[src/rtl/display_pkg.sv]
`default_nettype none
// ============================================================================
//  Module      : display_pkg
//  Description : Shared definitions for the display window scroller:
//                MODE input encodings, controller state type, index-width
//                and window-limit helpers, parameter sanity check.
//  Revision    : 1.0 - initial release
// ============================================================================
package display_pkg;

    // MODE input encodings; 2'b11 is decoded as manual.
    localparam logic [1:0] MODE_MANUAL = 2'b00;
    localparam logic [1:0] MODE_AUTO   = 2'b01;
    localparam logic [1:0] MODE_EDIT   = 2'b10;

    typedef enum logic [1:0] {
        ST_MANUAL = 2'd0,
        ST_AUTO   = 2'd1,
        ST_EDIT   = 2'd2
    } state_t;

    // Index width for a count of n items; never narrower than 1 bit.
    function automatic int calc_idx_w(input int n);
        return (n <= 2) ? 1 : $clog2(n);
    endfunction

    // Highest slot index the window's digit 0 may sit on.
    function automatic int calc_max_pos(input int num_digits, input int win_digits);
        return num_digits - win_digits;
    endfunction

    // True when the parameter set describes a usable window geometry.
    function automatic bit params_ok(input int num_digits, input int win_digits,
                                     input int step, input int scroll_div);
        return (win_digits >= 1) && (win_digits <= num_digits) && (step >= 1) &&
               (((num_digits - win_digits) % step) == 0) && (scroll_div >= 1);
    endfunction

    // Controller state implied by the MODE input.
    function automatic state_t mode_to_state(input logic [1:0] mode);
        case (mode)
            MODE_AUTO: return ST_AUTO;
            MODE_EDIT: return ST_EDIT;
            default:   return ST_MANUAL;
        endcase
    endfunction

endpackage : display_pkg
`default_nettype wire

[src/rtl/window_pos_ctrl.sv]
`default_nettype none
// ============================================================================
//  Module      : window_pos_ctrl
//  Description : Mode FSM, window position register, auto-scroll divider
//                and edit blink phase for the display window scroller.
//  Ports       : clk, rst          - clock, synchronous active-high reset
//                i_tick            - 1 Hz single-cycle enable
//                i_mode            - requested mode (display_pkg encodings)
//                i_step_up/dn      - manual step pulses
//                i_edit_field      - lowest slot of the edited field
//                o_pos             - registered window position
//                o_blank_en        - blink phase active while staying in edit
//  Revision    : 1.0 - initial release
// ============================================================================
module window_pos_ctrl
    import display_pkg::*;
#(
    parameter  int NUM_DIGITS = 14,
    parameter  int WIN_DIGITS = 4,
    parameter  int STEP       = 2,
    parameter  int SCROLL_DIV = 2,
    localparam int IDX_W      = calc_idx_w(NUM_DIGITS)
) (
    input  logic             clk,
    input  logic             rst,
    input  logic             i_tick,
    input  logic [1:0]       i_mode,
    input  logic             i_step_up,
    input  logic             i_step_dn,
    input  logic [IDX_W-1:0] i_edit_field,
    output logic [IDX_W-1:0] o_pos,
    output logic             o_blank_en
);

    localparam int MAX_POS = calc_max_pos(NUM_DIGITS, WIN_DIGITS);
    localparam int CNT_W   = calc_idx_w(SCROLL_DIV);

    localparam logic [IDX_W-1:0] c_max_pos  = IDX_W'(MAX_POS);
    localparam logic [IDX_W-1:0] c_step     = IDX_W'(STEP);
    localparam logic [CNT_W-1:0] c_cnt_last = CNT_W'(SCROLL_DIV - 1);

    state_t           r_state;
    state_t           w_state_nxt;
    logic             w_entry;
    logic [IDX_W-1:0] r_pos;
    logic [IDX_W-1:0] w_pos_nxt;
    logic [CNT_W-1:0] r_cnt;
    logic [CNT_W-1:0] w_cnt_nxt;
    logic             r_phase;
    logic             w_phase_nxt;
    logic [IDX_W-1:0] w_lock_pos;
    int               w_aligned;

    // Edit lock position: field rounded down to a STEP boundary, clamped to
    // the top window; an out-of-range field parks the window at the top.
    always_comb begin
        w_aligned  = (int'(i_edit_field) / STEP) * STEP;
        w_lock_pos = c_max_pos;
        if ((int'(i_edit_field) < NUM_DIGITS) && (w_aligned < MAX_POS)) begin
            w_lock_pos = IDX_W'(w_aligned);
        end
    end

    always_ff @(posedge clk) begin
        if (rst) begin
            r_state <= ST_MANUAL;
            r_pos   <= '0;
            r_cnt   <= '0;
            r_phase <= 1'b0;
        end else begin
            r_state <= w_state_nxt;
            r_pos   <= w_pos_nxt;
            r_cnt   <= w_cnt_nxt;
            r_phase <= w_phase_nxt;
        end
    end

    // The cycle's work is done by the mode being entered/held, so entry
    // actions land on the same edge that registers the new state; a tick on
    // that edge is swallowed by the entry clear.
    always_comb begin
        w_state_nxt = mode_to_state(i_mode);
        w_entry     = (w_state_nxt != r_state);
        w_pos_nxt   = r_pos;
        w_cnt_nxt   = r_cnt;
        w_phase_nxt = 1'b0;

        case (w_state_nxt)
            ST_AUTO: begin
                if (w_entry) begin
                    w_cnt_nxt = '0;
                end else if (i_tick) begin
                    if (r_cnt == c_cnt_last) begin
                        w_cnt_nxt = '0;
                        w_pos_nxt = (r_pos >= c_max_pos) ? '0 : r_pos + c_step;
                    end else begin
                        w_cnt_nxt = r_cnt + CNT_W'(1);
                    end
                end
            end

            ST_EDIT: begin
                w_pos_nxt = w_lock_pos;
                if (w_entry) begin
                    w_phase_nxt = 1'b0;
                end else begin
                    w_phase_nxt = r_phase ^ i_tick;
                end
            end

            default: begin
                // Manual: saturating steps, simultaneous presses cancel.
                if (i_step_up && !i_step_dn) begin
                    w_pos_nxt = (r_pos >= c_max_pos - c_step) ? c_max_pos : r_pos + c_step;
                end else if (i_step_dn && !i_step_up) begin
                    w_pos_nxt = (r_pos < c_step) ? '0 : r_pos - c_step;
                end
            end
        endcase
    end

    assign o_pos = r_pos;
    // Gated with the incoming mode so blanking stops on the edge edit is left.
    assign o_blank_en = r_phase && (w_state_nxt == ST_EDIT);

endmodule : window_pos_ctrl
`default_nettype wire

[src/rtl/display_window_scroller.sv]
`default_nettype none
// ============================================================================
//  Module      : display_window_scroller
//  Description : Sliding WIN_DIGITS-wide window over a packed BCD digit bank
//                with manual, auto-scroll and edit (locked + blinking) modes.
//                All outputs registered one cycle after the window position.
//  Ports       : CLK, RESET        - clock, synchronous active-high reset
//                TICK_1HZ          - 1 Hz single-cycle enable
//                DIGITS_IN         - packed digits, slot i at [4i+3:4i]
//                MODE              - 00 manual, 01 auto, 10 edit, 11 manual
//                STEP_UP/STEP_DN   - manual step pulses
//                EDIT_FIELD        - lowest slot of the edited field
//                DIGITS_OUT        - window digit d = slot WIN_POS+d
//                BLANK_OUT         - per-digit blank request
//                WIN_POS           - slot index of window digit 0
//                AT_TOP            - window at highest position
//  Revision    : 1.0 - initial release
// ============================================================================
module display_window_scroller
    import display_pkg::*;
#(
    parameter  int NUM_DIGITS = 14,
    parameter  int WIN_DIGITS = 4,
    parameter  int STEP       = 2,
    parameter  int SCROLL_DIV = 2,
    localparam int IDX_W      = calc_idx_w(NUM_DIGITS)
) (
    input  logic                    CLK,
    input  logic                    RESET,
    input  logic                    TICK_1HZ,
    input  logic [NUM_DIGITS*4-1:0] DIGITS_IN,
    input  logic [1:0]              MODE,
    input  logic                    STEP_UP,
    input  logic                    STEP_DN,
    input  logic [IDX_W-1:0]        EDIT_FIELD,
    output logic [WIN_DIGITS*4-1:0] DIGITS_OUT,
    output logic [WIN_DIGITS-1:0]   BLANK_OUT,
    output logic [IDX_W-1:0]        WIN_POS,
    output logic                    AT_TOP
);

    localparam int MAX_POS = calc_max_pos(NUM_DIGITS, WIN_DIGITS);
    // Slot arithmetic width with headroom for field + STEP.
    localparam int c_cw    = IDX_W + 2;
    // Bit-index width into DIGITS_IN.
    localparam int c_bw    = calc_idx_w(NUM_DIGITS * 4);

    localparam logic [IDX_W-1:0] c_max_pos = IDX_W'(MAX_POS);

    if (!params_ok(NUM_DIGITS, WIN_DIGITS, STEP, SCROLL_DIV)) begin : g_bad_params
        $error("display_window_scroller: invalid NUM_DIGITS/WIN_DIGITS/STEP/SCROLL_DIV");
    end

    logic [IDX_W-1:0]        w_pos;
    logic                    w_blank_en;
    logic                    w_field_valid;
    logic [WIN_DIGITS*4-1:0] w_window;
    logic [WIN_DIGITS-1:0]   w_mask;

    logic [WIN_DIGITS*4-1:0] r_digits;
    logic [WIN_DIGITS-1:0]   r_blank;
    logic [IDX_W-1:0]        r_win_pos;
    logic                    r_at_top;

    window_pos_ctrl #(
        .NUM_DIGITS (NUM_DIGITS),
        .WIN_DIGITS (WIN_DIGITS),
        .STEP       (STEP),
        .SCROLL_DIV (SCROLL_DIV)
    ) u_pos_ctrl (
        .clk          (CLK),
        .rst          (RESET),
        .i_tick       (TICK_1HZ),
        .i_mode       (MODE),
        .i_step_up    (STEP_UP),
        .i_step_dn    (STEP_DN),
        .i_edit_field (EDIT_FIELD),
        .o_pos        (w_pos),
        .o_blank_en   (w_blank_en)
    );

    // A field index past the digit bank never blanks anything.
    assign w_field_valid = (int'(EDIT_FIELD) < NUM_DIGITS);

    // Per window digit: slot mux and edited-field membership test.
    for (genvar d = 0; d < WIN_DIGITS; d++) begin : g_digit
        logic [c_cw-1:0] w_slot;
        logic [c_bw-1:0] w_lsb;

        assign w_slot = c_cw'(w_pos) + c_cw'(d);
        assign w_lsb  = c_bw'({w_slot, 2'b00});

        assign w_window[d*4 +: 4] = DIGITS_IN[w_lsb +: 4];
        assign w_mask[d] = (w_slot >= c_cw'(EDIT_FIELD)) &&
                           (w_slot <  c_cw'(EDIT_FIELD) + c_cw'(STEP));
    end

    // Digits, position, top flag and blank mask share one register stage so
    // the scan driver always sees a coherent set.
    always_ff @(posedge CLK) begin
        if (RESET) begin
            r_digits  <= '0;
            r_blank   <= '0;
            r_win_pos <= '0;
            r_at_top  <= 1'b0;
        end else begin
            r_digits  <= w_window;
            r_win_pos <= w_pos;
            r_at_top  <= (w_pos == c_max_pos);
            r_blank   <= (w_blank_en && w_field_valid) ? w_mask : '0;
        end
    end

    assign DIGITS_OUT = r_digits;
    assign BLANK_OUT  = r_blank;
    assign WIN_POS    = r_win_pos;
    assign AT_TOP     = r_at_top;

endmodule : display_window_scroller
`default_nettype wire

[config.mk]
export PLATFORM = sky130hd
export DESIGN_NAME = display_window_scroller
export DESIGN_NICKNAME = d
export VERILOG_FILES = /design/src/rtl/display_pkg.sv /design/src/rtl/window_pos_ctrl.sv /design/src/rtl/display_window_scroller.sv
export SDC_FILE = /design/constraint.sdc
export NUM_CORES = 1
export LEC_CHECK = 0
export ABC_AREA = 1
export CORE_ASPECT_RATIO = 1.25
export CORE_MARGIN = 2
export CORE_UTILIZATION = 40
export DETAILED_ROUTE_END_ITERATION = 10
export HOLD_SLACK_MARGIN = 0.05
export PLACE_DENSITY = 0.74
export SLEW_MARGIN = 20
export SYNTH_ARGS = -nofsm -noshare
export SYNTH_HDL_FRONTEND = slang
export SYNTH_SLANG_ARGS = --single-unit
[constraint.sdc]
create_clock -name CLK -period 1.97 [get_ports CLK]
set_input_delay 0.394 -clock CLK [delete_from_list [all_inputs] [get_ports CLK]]
set_output_delay 0.394 -clock CLK [all_outputs]
set_load 0.03 [all_outputs]
After elaboration in Yosys (flattened, before gate mapping). Cells that the tools add are included. W data, S select, Z words.

Reduce and logical (&&, ||, !) cells: 17. Add/subtract/negate cells: 7. Magnitude comparators: 13. Equality and inequality tests: 9. Mux-type cells: 14. Bitwise operators: 3. Shift operators: 4.

Operator list (count): $shiftx A56 B7 Y4 (4); $mux W4 (9); $add A4 B2 Y5 const B (3); $ge A5 B4 Y1 (3); $lt A5 B6 Y1 (2); $logic_and A1 B1 Y1 (9); $ge A4 B4 Y1 const B (2); $lt A4 B4 Y1 const B (2); $pmux W4 S2 (1); $lt A4 B6 Y1 (1); $add A4 B1 Y5 const B (1); $lt A5 B5 Y1 (1); $add A4 B2 Y4 const B (1); $eq A2 B1 Y1 const B (2); $eq A2 B2 Y1 const B (2); $eq A4 B4 Y1 const B (1); $ge A4 B4 Y1 (1); $lt A4 B2 Y1 const B (1); $ne A2 B2 Y1 const B (2); $pmux W2 S2 (1); $reduce_and A4 Y1 (1); $reduce_bool A4 Y1 (1); $sub A4 B2 Y4 const B (1); $mux W1 (3); 10 further kinds (12).

Word-level logic and storage cells: 75. Output and inout port bits: 25. Bits in registers: 33. Input bits: 67.

Longest topological paths before layout. Gate-level depths: netlist (run 1).

Depth in word-level cells: 7. Depth in mapped cells: 12. Depth with buffers taken out: 12.

Hierarchy. From an unflattened synthesis (run 1), not the netlist that was laid out.

Cell total of the unflattened synthesis: 658. Area total of the unflattened synthesis: 3839.9 um^2.

Modules (own cells, without submodules): display_window_scroller (area an instance 3244.4 um^2, seq. area each 500.5 um^2, instances 1, cells each 561); window_pos_ctrl (area an instance 595.6 um^2, seq. area each 140.1 um^2, instances 1, cells each 97).

Worst setup path before layout (run 1). Ideal clock, no wire load.

Path kind: register -> register. Start point: register u_pos_ctrl.r_pos[1] (netlist: u_pos_ctrl.o_pos[1]). End point: register r_blank[3] (netlist: BLANK_OUT[3]). Data required time: 1850 ps. Setup time: 120 ps. Buffers on the path: 2. Arrival: 1884 ps. Period minus slack after synthesis: 2004 ps. Path slack: -34 ps. Stages on the path, launching flop included: 10. Cell sequence: dfxtp_1 > inv_2 > buf_6 > buf_6 > ha_1 > ha_1 > o21ai_0 > nand2_1 > a211oi_1 > nor2_1.

Longest elaborated chain between the ends: 3. Elaborated cells on any way between the ends: 4. Those cells by class: add/sub (1); order compare (2); reduce/logical (1).

RTL lines: start: declaration (RTL line window_pos_ctrl.sv:45) `logic [IDX_W-1:0] r_pos;`; start signal: assignment (RTL line window_pos_ctrl.sv:72) `r_pos <= w_pos_nxt;`; $add A4 B2 Y5 (*) (RTL line display_window_scroller.sv:90) `assign w_slot = c_cw'(w_pos) + c_cw'(d);`; $ge A5 B4 Y1 / $lt A5 B5 Y1 (equally long branches) (RTL line display_window_scroller.sv:94, display_window_scroller.sv:95); $logic_and A1 B1 Y1 (*) (RTL line display_window_scroller.sv:94) `assign w_mask[d] = (w_slot >= c_cw'(EDIT_FIELD)) &&`; end signal: assignment (RTL line display_window_scroller.sv:110) `r_blank <= (w_blank_en && w_field_valid) ? w_mask : '0;`; end: declaration (RTL line display_window_scroller.sv:61) `logic [WIN_DIGITS-1:0] r_blank;`.

Every way passes the cells marked *; elsewhere a longest branch is shown, timed or not. A chain may end at the register's enable or synchronous reset.

Worst setup path after layout (run 1).
Start point: input port EDIT_FIELD[2]. End point: register r_blank[1] (netlist: BLANK_OUT[1]).

Longest elaborated chain between the ends: 4. Elaborated cells on any way between the ends: 8. Those cells by class: add/sub (1); order compare (3); bitwise (1); reduce/logical (3).

RTL lines: start: declaration (RTL line display_window_scroller.sv:35) `input logic [IDX_W-1:0] EDIT_FIELD,`; branches (longest 4 deep; another with $lt A5 B6 Y1).

Several ways; the timed one is not identified.

==> run summary, run 1 <==
Routing
- **Initial DRC Count** 255
- **met2 layer wire length in the routed design** 4.19 mm
- **total number of vias** 3232
- **post-detailed-route DRC marker count** 0
- **Vias/cell** 5.22
- **Routed met3 length** 505 um
- **final routed wirelength across all metal layers** 8.61 mm
- **total iterations of the first detailed-routing run** 7
- **uppermost metal layer occupied by signal nets** met4
- **WL/cell** 13.9 um
- **antenna-violating nets left** 0
- **wire length on met1** 3.75 mm

Finish
- **proportion of layout cells with a drive suffix above 1** 10.5%
- **fin nets** 632
- **layout filler cell count** 607
- **Storage cell area** 622 sq um
- **post-synthesis to final-layout area growth** 44.4%
- **antenna diode count** 0
- **footprint of the multi-input gates** 0.00180 sq mm
- **Final Instance Area** 0.00401 sq mm
- **number of cells in the finished layout apart from fillers** 619

Setup path
- **cell depth of the worst setup path** 8
- **critical path launch point type** input pin
- **endpoint class of the critical path** register
- **slowest library cell on the worst path** sky130_fd_sc_hd__clkdlybuf4s50_1
- **maximum single-stage delay on the critical path** 0.43 ns
- **buffers plus inverters on the worst setup path** 1
- **largest fanout on the critical path** 4
- **cell family with the largest share of critical-path delay** adder cells
- **WS Path Type** in2reg
- **cells along the critical path** clkdlybuf4s50_1, ha_2, xnor2_2, ha_1, a21o_1, a21oi_1, o21ai_0, nor3_1
- **required time worst endpoint** 2.18 ns
- **Worst R2R Path Depth** 9
- **crit path DAT** 2.08 ns

Clocking
- **total clock buffers created by CTS** 5
- **CTS Root Cell** sky130_fd_sc_hd__clkbuf_8
- **Worst-path clk slew** 0.07 ns
- **number of H-tree levels** 2
- **clock network latency to the later pin of the worst-skew pair** 0.29 ns
- **# clock sinks** 31
- **CTS tree** built
- **Clock Path Buffers** 2

Timing
- **Final Setup Violations** 0
- **setup total negative slack** 0 ns
- **Final Hold Fails** 0
- **setup clock skew after layout** 0.0101 ns
- **final clock period utilization by the worst path** 95.0%
- **Slew Limit Fails** 0
- **Period minus WS final** 1.87 ns
- **Fin Hold WS** 0.529 ns
- **FMAX** 534 MHz
- **unrepaired setup endpoints after global routing** false

Status
- **run status** finished, final reports clean

GRT
- **via count of the first global-routing pass** 3006
- **maximum number of pins on one net before global-route repair** 43
- **overall global routing resource usage** 22.3%
- **wire length of the first global-routing pass** 13.9 mm
- **global route total overflow** 0
- **number of antenna violations at the first check in global routing** 0

Job
- **max-capacitance violation count** 0

Placement
- **gpl congestion** 0.877
- **hpwl dp** 6.63 mm
- **post-detailed-placement cell area** 0.00385 sq mm
- **# port buffers** 90
- **number of placed instances, taps included** 609

Die
- **Floorplan Core Area** 0.00665 sq mm
- **die area** 0.00763 sq mm
- **die extent in y** 97.2 um
- **Initial Utilization** 41.8%
- **width of the die** 78.5 um
- **number of ports placed on the die boundary** 92
- **Cell Rows** 33

Min path
- **depth of the worst hold-timing path** 2
- **worst hold-check path type** reg2reg

Power
- **switching power share of the total** 38.8%
- **peak ir drop on the vdd network** 375 uV
- **Sequential Power Share** 26.7%
- **static leakage** 1.89 nW
- **combinational share of power** 49.0%
- **part of the power in the clock network** 24.3%
- **internal power** 1.69 mW
- **areal power density over the cells** 690 mW/mm^2
- **switching pwr** 1.07 mW

Yosys
- **synthesized cell area** 0.00278 sq mm
- **number of register bits inferred by synthesis** 31
- **sequential element share of the synthesized area** 22.3%
- **cell count after synthesis** 426
- **Mapped Avg Cell Area** 6.52 sq um
- **number of distinct library cells after synthesis** 39
- **share of synthesized registers carrying an async set or reset** 0%
- **count of flip-flops with a built-in enable after synthesis** 0
- **number of synthesis warnings** 0
- **most frequently used flop master after synthesis** sky130_fd_sc_hd__dfxtp_1

==> kinds of logic after synthesis <==
kind of cell / share of synthesized area [%]
AOI/OAI and AO/OA: 28.5
xor gates and xnor gates: 0.631
adders and majority gates: 15.3
buffers and inverters: 13.6
DFF: 22.3
other: 0.135
and+or+nand+nor: 19.4
==> metal layers <==
metal | track usage, % | vias to the layer above
met3 | 2.60 | 16
li1 | - | 1626
met5 | 0 | -
met4 | 7.15 | 0
met1 | 29.1 | 1444
met2 | 37.9 | 146
==> power by group through the flow <==
stage / Clock [mW] / Sequential (mW) / Combinational, mW
detailed placement: 0 / 0.752 / 1.33
CTS: 0.673 / 0.739 / 1.33
finish: 0.674 / 0.739 / 1.35
global route: 0.705 / 0.748 / 1.48
floorplan: 0 / 0.890 / 0.686
global placement: 0 / 0.751 / 1.29
==> worst register-to-register path, cell delays in order, from the launching register on <==
cell,delay [ns]
sky130_fd_sc_hd__dfxtp_2,0.37
sky130_fd_sc_hd__buf_4,0.34
sky130_fd_sc_hd__inv_1,0.15
sky130_fd_sc_hd__ha_1,0.30
sky130_fd_sc_hd__inv_1,0.03
sky130_fd_sc_hd__o21ai_0,0.14
sky130_fd_sc_hd__a21boi_0,0.10
sky130_fd_sc_hd__o21ai_0,0.16
sky130_fd_sc_hd__nand2_1,0.07
sky130_fd_sc_hd__nor2_1,0.08
==> registers in the layout, summed over array words and instances (netlist names) <==
register,flops
DIGITS_OUT,16
AT_TOP,1
u_pos_ctrl.r_cnt,1
u_pos_ctrl.r_phase,1
WIN_POS,3
u_pos_ctrl.o_pos,3
u_pos_ctrl.r_state,2
BLANK_OUT,4
==> cells in the mapped netlist (all sizes together), types with 2 or more instances <==
master  number  area share (%)
buf         14             3.9
inv         64             8.7
nor3         3            0.54
o22ai       15             3.4
a31oi        2            0.45
a211oi       8             2.2
o21bai       2            0.68
nand2       57             7.9
a21oi       42             7.7
o21ai       69              12
nand3       10             2.5
dfxtp       31              22
ha          34              15
clkbuf       7            0.99
nor2        55             7.5
==> worst paths after layout <==
| check | startpoint | to | slack, ns |
|---|---|---|---|
| setup / recovery | EDIT_FIELD[2] | BLANK_OUT[1] | 0.1 |
| hold / removal | u_pos_ctrl.r_cnt | u_pos_ctrl.r_cnt | 0.53 |
| setup reg to reg | u_pos_ctrl.o_pos[1] | BLANK_OUT[3] | 0.18 |
| hold reg to reg | u_pos_ctrl.r_cnt | u_pos_ctrl.r_cnt | 0.53 |
==> through the flow <==
step | setup WS [ns] | util, % | total power [mW]
floorplan | 0.0742 | - | 1.58
global placement | -0.300 | 57.9 | 2.04
detailed placement | -0.402 | 57.9 | 2.08
CTS | 0.00259 | 59.8 | 2.74
global route | 0.0249 | 60.3 | 2.94
finish | 0.0979 | 60.3 | 2.77
==> area by class of cell <==
| type | instances | area share [%] |
|---|---|---|
| clock buffer | 6 | 2.06 |
| clock inverter | 2 | 0.874 |
| inverter | 64 | 6.15 |
| multi-input combinational | 311 | 44.8 |
| sequential | 31 | 15.5 |
| tap | 87 | 2.71 |
| timing repair buffer | 118 | 27.9 |
==> placed cells by master (no fill, tap or decap), types with 2 or more instances in the layout <==
master and n:
sky130_fd_sc_hd__clkbuf_8 6, sky130_fd_sc_hd__clkdlybuf4s50_1 89, sky130_fd_sc_hd__inv_2 4, sky130_fd_sc_hd__a21oi_2 2, sky130_fd_sc_hd__nor3_1 3, sky130_fd_sc_hd__o21ai_0 61, sky130_fd_sc_hd__nor2_2 2, sky130_fd_sc_hd__nor2_1 53
sky130_fd_sc_hd__nand3_2 4, sky130_fd_sc_hd__dfxtp_1 30, sky130_fd_sc_hd__a211oi_1 8, sky130_fd_sc_hd__buf_4 27, sky130_fd_sc_hd__ha_1 33, sky130_fd_sc_hd__nand2_2 2, sky130_fd_sc_hd__o22ai_1 15, sky130_fd_sc_hd__nand3_1 6
sky130_fd_sc_hd__o21ai_1 8, sky130_fd_sc_hd__inv_1 58, sky130_fd_sc_hd__a21oi_1 40, sky130_fd_sc_hd__conb_1 2, sky130_fd_sc_hd__nand2_1 55, sky130_fd_sc_hd__a31oi_1 2
==> timing repair <==
| action | in CTS | in global routing |
|---|---|---|
| hold buffers | 0 | 0 |
| resized for setup | 1 | 7 |
| pin swaps | 0 | 2 |
| setup endpoints to repair | 2 | 3 |
| setup buffers | 0 | 2 |
Note: power is estimated with default switching activity, not from simulation.
==> run 2, diff against run 1 <==
Settings changed: MAX_ROUTING_LAYER set to met4.
==> run summary, run 2 (synthesis gave the netlist of run 1 again) <==
Die
- **width of the die** 78.5 um
- **Initial Utilization** 41.8%
- **die extent in y** 97.2 um
- **die area** 0.00763 sq mm
- **Cell Rows** 33
- **Floorplan Core Area** 0.00665 sq mm
- **number of ports placed on the die boundary** 92

Routing
- **post-detailed-route DRC marker count** 0
- **total number of vias** 3203
- **WL/cell** 13.7 um
- **final routed wirelength across all metal layers** 8.49 mm
- **total iterations of the first detailed-routing run** 7
- **Vias/cell** 5.16
- **Initial DRC Count** 314
- **antenna-violating nets left** 0

Placement
- **hpwl dp** 6.55 mm
- **number of placed instances, taps included** 608
- **gpl congestion** 0.895
- **post-detailed-placement cell area** 0.00384 sq mm
- **# port buffers** 90

Setup path
- **required time worst endpoint** 2.18 ns
- **maximum single-stage delay on the critical path** 0.45 ns
- **setup slack on the worst flop-to-flop path** 0.20 ns
- **endpoint class of the critical path** register
- **largest fanout on the critical path** 4
- **critical path launch point type** input pin
- **WS Path Type** in2reg
- **slowest library cell on the worst path** sky130_fd_sc_hd__clkdlybuf4s50_1
- **cells along the critical path** clkdlybuf4s50_1, ha_2, xnor2_2, ha_1, a21o_1, a21oi_1, o21ai_0, nor3_1
- **crit path DAT** 2.09 ns

Timing
- **Fin Hold WS** 0.525 ns
- **setup clock skew after layout** 0.00739 ns
- **Final Setup Violations** 0
- **Final Hold Fails** 0
- **setup total negative slack** 0 ns
- **final clock period utilization by the worst path** 95.5%
- **Slew Limit Fails** 0
- **Period minus WS final** 1.88 ns
- **FMAX** 531 MHz

Clocking
- **CTS Root Cell** sky130_fd_sc_hd__clkbuf_8
- **# clock sinks** 31
- **clock network latency to the later pin of the worst-skew pair** 0.29 ns
- **total clock buffers created by CTS** 5
- **Worst-path clk slew** 0.07 ns
- **Clock Path Buffers** 2
- **number of H-tree levels** 2
- **CTS tree** built

Finish
- **commonest non-fill, non-tap cells in the layout** 89 x sky130_fd_sc_hd__clkdlybuf4s50_1, 61 x sky130_fd_sc_hd__o21ai_0, 57 x sky130_fd_sc_hd__inv_1
- **number of cells in the finished layout apart from fillers** 621
- **antenna diode count** 0
- **max FFs per register** 16
- **most frequent standard cell in the layout excluding fill and tap cells** sky130_fd_sc_hd__clkdlybuf4s50_1
- **layout filler cell count** 634
- **fin nets** 634
- **Final Instance Area** 0.00405 sq mm
- **post-synthesis to final-layout area growth** 45.9%
- **proportion of layout cells with a drive suffix above 1** 11.4%
- **final core utilization** 61.0%

Status
- **run status** finished, final reports clean

Power
- **internal power** 1.71 mW
- **areal power density over the cells** 687 mW/mm^2
- **switching pwr** 1.08 mW
- **combinational share of power** 49.3%
- **static leakage** 1.90 nW
- **switching power share of the total** 38.7%
- **part of the power in the clock network** 24.3%
- **peak ir drop on the vdd network** 434 uV
- **Sequential Power Share** 26.5%

GRT
- **wire length of the first global-routing pass** 13.9 mm
- **maximum number of pins on one net before global-route repair** 43
- **via count of the first global-routing pass** 2956
- **global route total overflow** 0
- **overall global routing resource usage** 22.9%
- **number of antenna violations at the first check in global routing** 0

Job
- **max-capacitance violation count** 0

Min path
- **worst hold-check path type** reg2reg

## run 2: what timing repair did
| item | CTS | global route |
|---|---|---|
| setup buffers | 0 | 5 |
| hold buffers | 0 | 0 |
| pin swaps | 0 | 4 |
| gates resized for setup | 1 | 11 |
| cloned | 0 | 0 |
| setup endpoints to repair | 2 | 3 |
## run 2: layout make-up
cell class | count | area [sq um] | area share [%]
clock inverter | 2 | 35.0 | 0.864
tap | 87 | 109 | 2.69
sequential | 31 | 622 | 15.3
multi-input combinational | 311 | 1820 | 45.0
inverter | 64 | 246 | 6.08
timing repair buffer | 120 | 1140 | 28.0
clock buffer | 6 | 82.6 | 2.04
## run 2: stage by stage
stage,power (mW),worst slack (ns)
floorplan,1.58,0.0742
global placement,2.04,-0.264
detailed placement,2.07,-0.355
CTS,2.74,0.0436
global route,2.96,-0.0482
finish,2.78,0.0881
## run 2: power by group through the flow
stage	logic (mW)	clock network, mW	registers [mW]
6_report	1.37	0.676	0.737
2_1_floorplan	0.686	0	0.890
3_3_place_gp	1.29	0	0.750
3_5_place_dp	1.32	0	0.750
5_1_grt	1.51	0.706	0.746
4_1_cts	1.33	0.677	0.736
## run 2: layer usage
layer  share of wire, %  track usage (%)
met3                4.6             1.86
met5                  0                -
met4                1.9             6.48
met1                 44             30.0
met2                 49             37.7
## run 2: path summary, 6_finish.rpt
kind	cells after the start	from	end
setup / recovery	8	EDIT_FIELD[2]	BLANK_OUT[1]
hold / removal	2	u_pos_ctrl.r_cnt	u_pos_ctrl.r_cnt
setup reg to reg	7	u_pos_ctrl.o_pos[2]	DIGITS_OUT[12]
hold reg to reg	2	u_pos_ctrl.r_cnt	u_pos_ctrl.r_cnt
## run 2: critical path: cells and delay by family
kind,cells,cell delay [ns]
and+or+nand+nor,1,0.13
adders and majority gates,2,0.49
xor gates and xnor gates,1,0.22
AOI/OAI and AO/OA,3,0.40
buffers and inverters,1,0.45
==> run 3, diff against run 2 <==
Settings changed: PLACE_DENSITY 0.74 to 0.69, SKIP_LAST_GASP set to 1, SYNTH_HIERARCHICAL set to 1.
==> run summary, run 3 <==
Status
- **run status** finished, final reports clean

Finish
- **most frequent standard cell in the layout excluding fill and tap cells** sky130_fd_sc_hd__nand2_1
- **proportion of layout cells with a drive suffix above 1** 7.94%
- **footprint of the multi-input gates** 0.00285 sq mm
- **Storage cell area** 646 sq um
- **antenna diode count** 0
- **number of cells in the finished layout apart from fillers** 882
- **final core utilization** 54.2%
- **layout filler cell count** 977
- **Final Instance Area** 0.00513 sq mm
- **commonest non-fill, non-tap cells in the layout** 210 x sky130_fd_sc_hd__nand2_1, 137 x sky130_fd_sc_hd__nand3_1, 91 x sky130_fd_sc_hd__clkdlybuf4s50_1
- **fin nets** 865
- **max FFs per register** 16
- **post-synthesis to final-layout area growth** 33.6%

Timing
- **actual transition at the worst max-transition pin** 0.594 ns
- **Fin Hold WS** 0.489 ns
- **setup clock skew after layout** 0.00784 ns
- **final clock period utilization by the worst path** 93.8%
- **final setup slack of the worst path** 0.123 ns
- **Period minus WS final** 1.85 ns
- **Final Hold Fails** 0
- **Max transition margin** 60.2%
- **Final Setup Violations** 0
- **Slew Limit Fails** 0
- **setup total negative slack** 0 ns
- **unrepaired setup endpoints after global routing** false
- **FMAX** 541 MHz

GRT
- **number of antenna violations at the first check in global routing** 0
- **maximum number of pins on one net before global-route repair** 62
- **via count of the first global-routing pass** 4351
- **overall global routing resource usage** 27.3%
- **global route total overflow** 0
- **wire length of the first global-routing pass** 21.6 mm

Setup path
- **buffers plus inverters on the worst setup path** 2
- **cells along the critical path** clkdlybuf4s50_1, ha_2, xnor2_2, buf_4, ha_1, a21o_1, a21oi_1, nand3_1, nor2_1
- **r2r startpoint** u_pos_ctrl/o_pos[1]
- **reg-to-reg endpoint** BLANK_OUT[3]
- **cell depth of the worst setup path** 9
- **endpoint class of the critical path** register
- **largest fanout on the critical path** 2
- **cell family with the largest share of critical-path delay** buffers and inverters
- **crit path DAT** 2.07 ns
- **Worst R2R Path Depth** 8
- **critical path startpoint** EDIT_FIELD[1]
- **capture point of the critical path** BLANK_OUT[1]
- **critical path launch point type** input pin
- **WS Path Type** in2reg
- **required time worst endpoint** 2.19 ns
- **maximum single-stage delay on the critical path** 0.43 ns
- **setup slack on the worst flop-to-flop path** 0.16 ns
- **slowest library cell on the worst path** sky130_fd_sc_hd__clkdlybuf4s50_1

Power
- **static leakage** 2.58 nW
- **Sequential Power Share** 21.7%
- **areal power density over the cells** 697 mW/mm^2
- **part of the power in the clock network** 23.5%
- **peak ir drop on the vdd network** 397 uV
- **combinational share of power** 54.7%
- **switching pwr** 1.50 mW
- **switching power share of the total** 42.0%
- **Design Power** 3.58 mW
- **internal power** 2.08 mW

Clocking
- **Worst-path clk slew** 0.06 ns
- **clock network latency to the later pin of the worst-skew pair** 0.28 ns
- **number of post-CTS setup repair buffers** 0
- **CTS Root Cell** sky130_fd_sc_hd__clkbuf_16
- **Clock Path Buffers** 2
- **number of H-tree levels** 2
- **# clock sinks** 32
- **CTS tree** built
- **total clock buffers created by CTS** 5

Yosys
- **number of register bits inferred by synthesis** 32
- **share of synthesized registers carrying an async set or reset** 0%
- **number of distinct library cells after synthesis** 35
- **number of synthesis warnings** 6
- **Mapped Avg Cell Area** 5.84 sq um
- **top-area cell type share of the netlist area** 20.5%
- **most instantiated library cell after synthesis** sky130_fd_sc_hd__nand2_1
- **synthesized cell area** 0.00384 sq mm
- **cell count after synthesis** 658
- **sequential element share of the synthesized area** 16.7%
- **Synth area leader** sky130_fd_sc_hd__nand2_1
- **nets in the synthesized netlist** 768
- **most frequently used flop master after synthesis** sky130_fd_sc_hd__dfxtp_1
- **count of flip-flops with a built-in enable after synthesis** 0
- **Post-synth top cells** 210 x sky130_fd_sc_hd__nand2_1, 137 x sky130_fd_sc_hd__nand3_1, 69 x sky130_fd_sc_hd__nor2_1
- **leading post-synthesis cells by cell area** sky130_fd_sc_hd__nand2_1 21%, sky130_fd_sc_hd__nand3_1 18%, sky130_fd_sc_hd__dfxtp_1 17%

Routing
- **final routed wirelength across all metal layers** 13.9 mm
- **post-detailed-route DRC marker count** 0
- **total number of vias** 4645
- **WL/cell** 15.8 um
- **antenna-violating nets left** 0
- **Vias/cell** 5.27
- **Initial DRC Count** 329
- **total iterations of the first detailed-routing run** 5

Die
- **Cell Rows** 40
- **die area** 0.0104 sq mm
- **number of ports placed on the die boundary** 92
- **die extent in y** 114 um
- **Initial Utilization** 40.6%
- **width of the die** 91.6 um
- **Floorplan Core Area** 0.00946 sq mm

Min path
- **worst hold-check path type** reg2reg
- **depth of the worst hold-timing path** 1
- **worst hold start** u_pos_ctrl/r_phase

Placement
- **number of placed instances, taps included** 874
- **placement-stage worst setup slack** -0.255 ns
- **gpl congestion** 0.924
- **post-detailed-placement cell area** 0.00495 sq mm
- **# port buffers** 91
- **hpwl dp** 10.9 mm

Job
- **max-capacitance violation count** 0

## run 3: cell count changes after synthesis, moves of 4 or more
cell / before / now
sky130_fd_sc_hd__o21ai_1: 7 / 11
sky130_fd_sc_hd__inv_2: 4 / 10
sky130_fd_sc_hd__o21ai_0: 62 / 11
sky130_fd_sc_hd__o22ai_1: 15 / 0
sky130_fd_sc_hd__and3_1: 0 / 4
sky130_fd_sc_hd__nand3_1: 6 / 137
sky130_fd_sc_hd__a21oi_1: 41 / 26
sky130_fd_sc_hd__nor2_1: 54 / 69
sky130_fd_sc_hd__a211oi_1: 8 / 1
sky130_fd_sc_hd__nand2_1: 55 / 210
sky130_fd_sc_hd__inv_1: 59 / 45
sky130_fd_sc_hd__buf_2: 6 / 10
sky130_fd_sc_hd__ha_1: 34 / 43
## run 3: cell families (layout without fill, tap and decap cells)
kind of cell | count (synthesis) | count (layout) | synth area share (%)
AO/OA/AOI/OAI | 58 | 58 | 8.34
buffers and inverters | 83 | 181 | 10.0
flip-flops | 32 | 32 | 16.7
other | 1 | 1 | 0.0977
XOR/XNOR | 8 | 8 | 2.70
adder cells (fa/ha/maj) | 43 | 43 | 14.0
AND/OR/NAND/NOR | 433 | 433 | 48.2
## run 3: worst min-delay path by stage
stage | to | slack (ns)
floorplan | u_pos_ctrl/r_phase | 0.43
global placement | u_pos_ctrl/r_phase | 0.46
detailed placement | u_pos_ctrl/r_phase | 0.48
CTS | u_pos_ctrl/r_phase | 0.49
global route | u_pos_ctrl/r_phase | 0.52
finish | u_pos_ctrl/r_phase | 0.49
## run 3: worst reg2reg max path: stages, from the launching register on
cell	delay (ns)
sky130_fd_sc_hd__dfxtp_4	0.37
sky130_fd_sc_hd__inv_4	0.05
sky130_fd_sc_hd__ha_4	0.16
sky130_fd_sc_hd__xnor2_2	0.47
sky130_fd_sc_hd__ha_1	0.34
sky130_fd_sc_hd__inv_1	0.05
sky130_fd_sc_hd__o21bai_1	0.07
sky130_fd_sc_hd__a21oi_1	0.13
sky130_fd_sc_hd__nor2_1	0.05
## run 3: power groups by stage
stage	sequential, mW	clock [mW]	combinational, mW
after global routing	0.786	0.881	2.17
final	0.778	0.842	1.96
after CTS	0.778	0.867	1.93
after global placement	0.790	0	1.91
after floorplan	0.956	0	1.09
after detailed placement	0.792	0	1.92
## run 3: per-layer routing
layer	GRT usage, %	up-vias	share of wire, %
li1	-	2336	-
met1	30.6	2118	40
met2	48.3	165	51
met3	2.91	26	5.0
met4	13.0	0	3.7
met5	-	-	0
## run 3: cell type report
| class | count | area share, % |
|---|---|---|
| Tap cell | 126 | 3.07 |
| Clock buffer | 7 | 3.00 |
| Multi-Input combinational cell | 543 | 55.5 |
| Sequential cell | 32 | 12.6 |
| Timing Repair Buffer | 118 | 21.7 |
| Clock inverter | 1 | 0.0976 |
| Inverter | 55 | 4.07 |
## run 3: repair_timing
item                       in CTS  in global routing
resized for setup               0                  4
setup endpoints to repair       0                  3
hold buffers                    0                  0
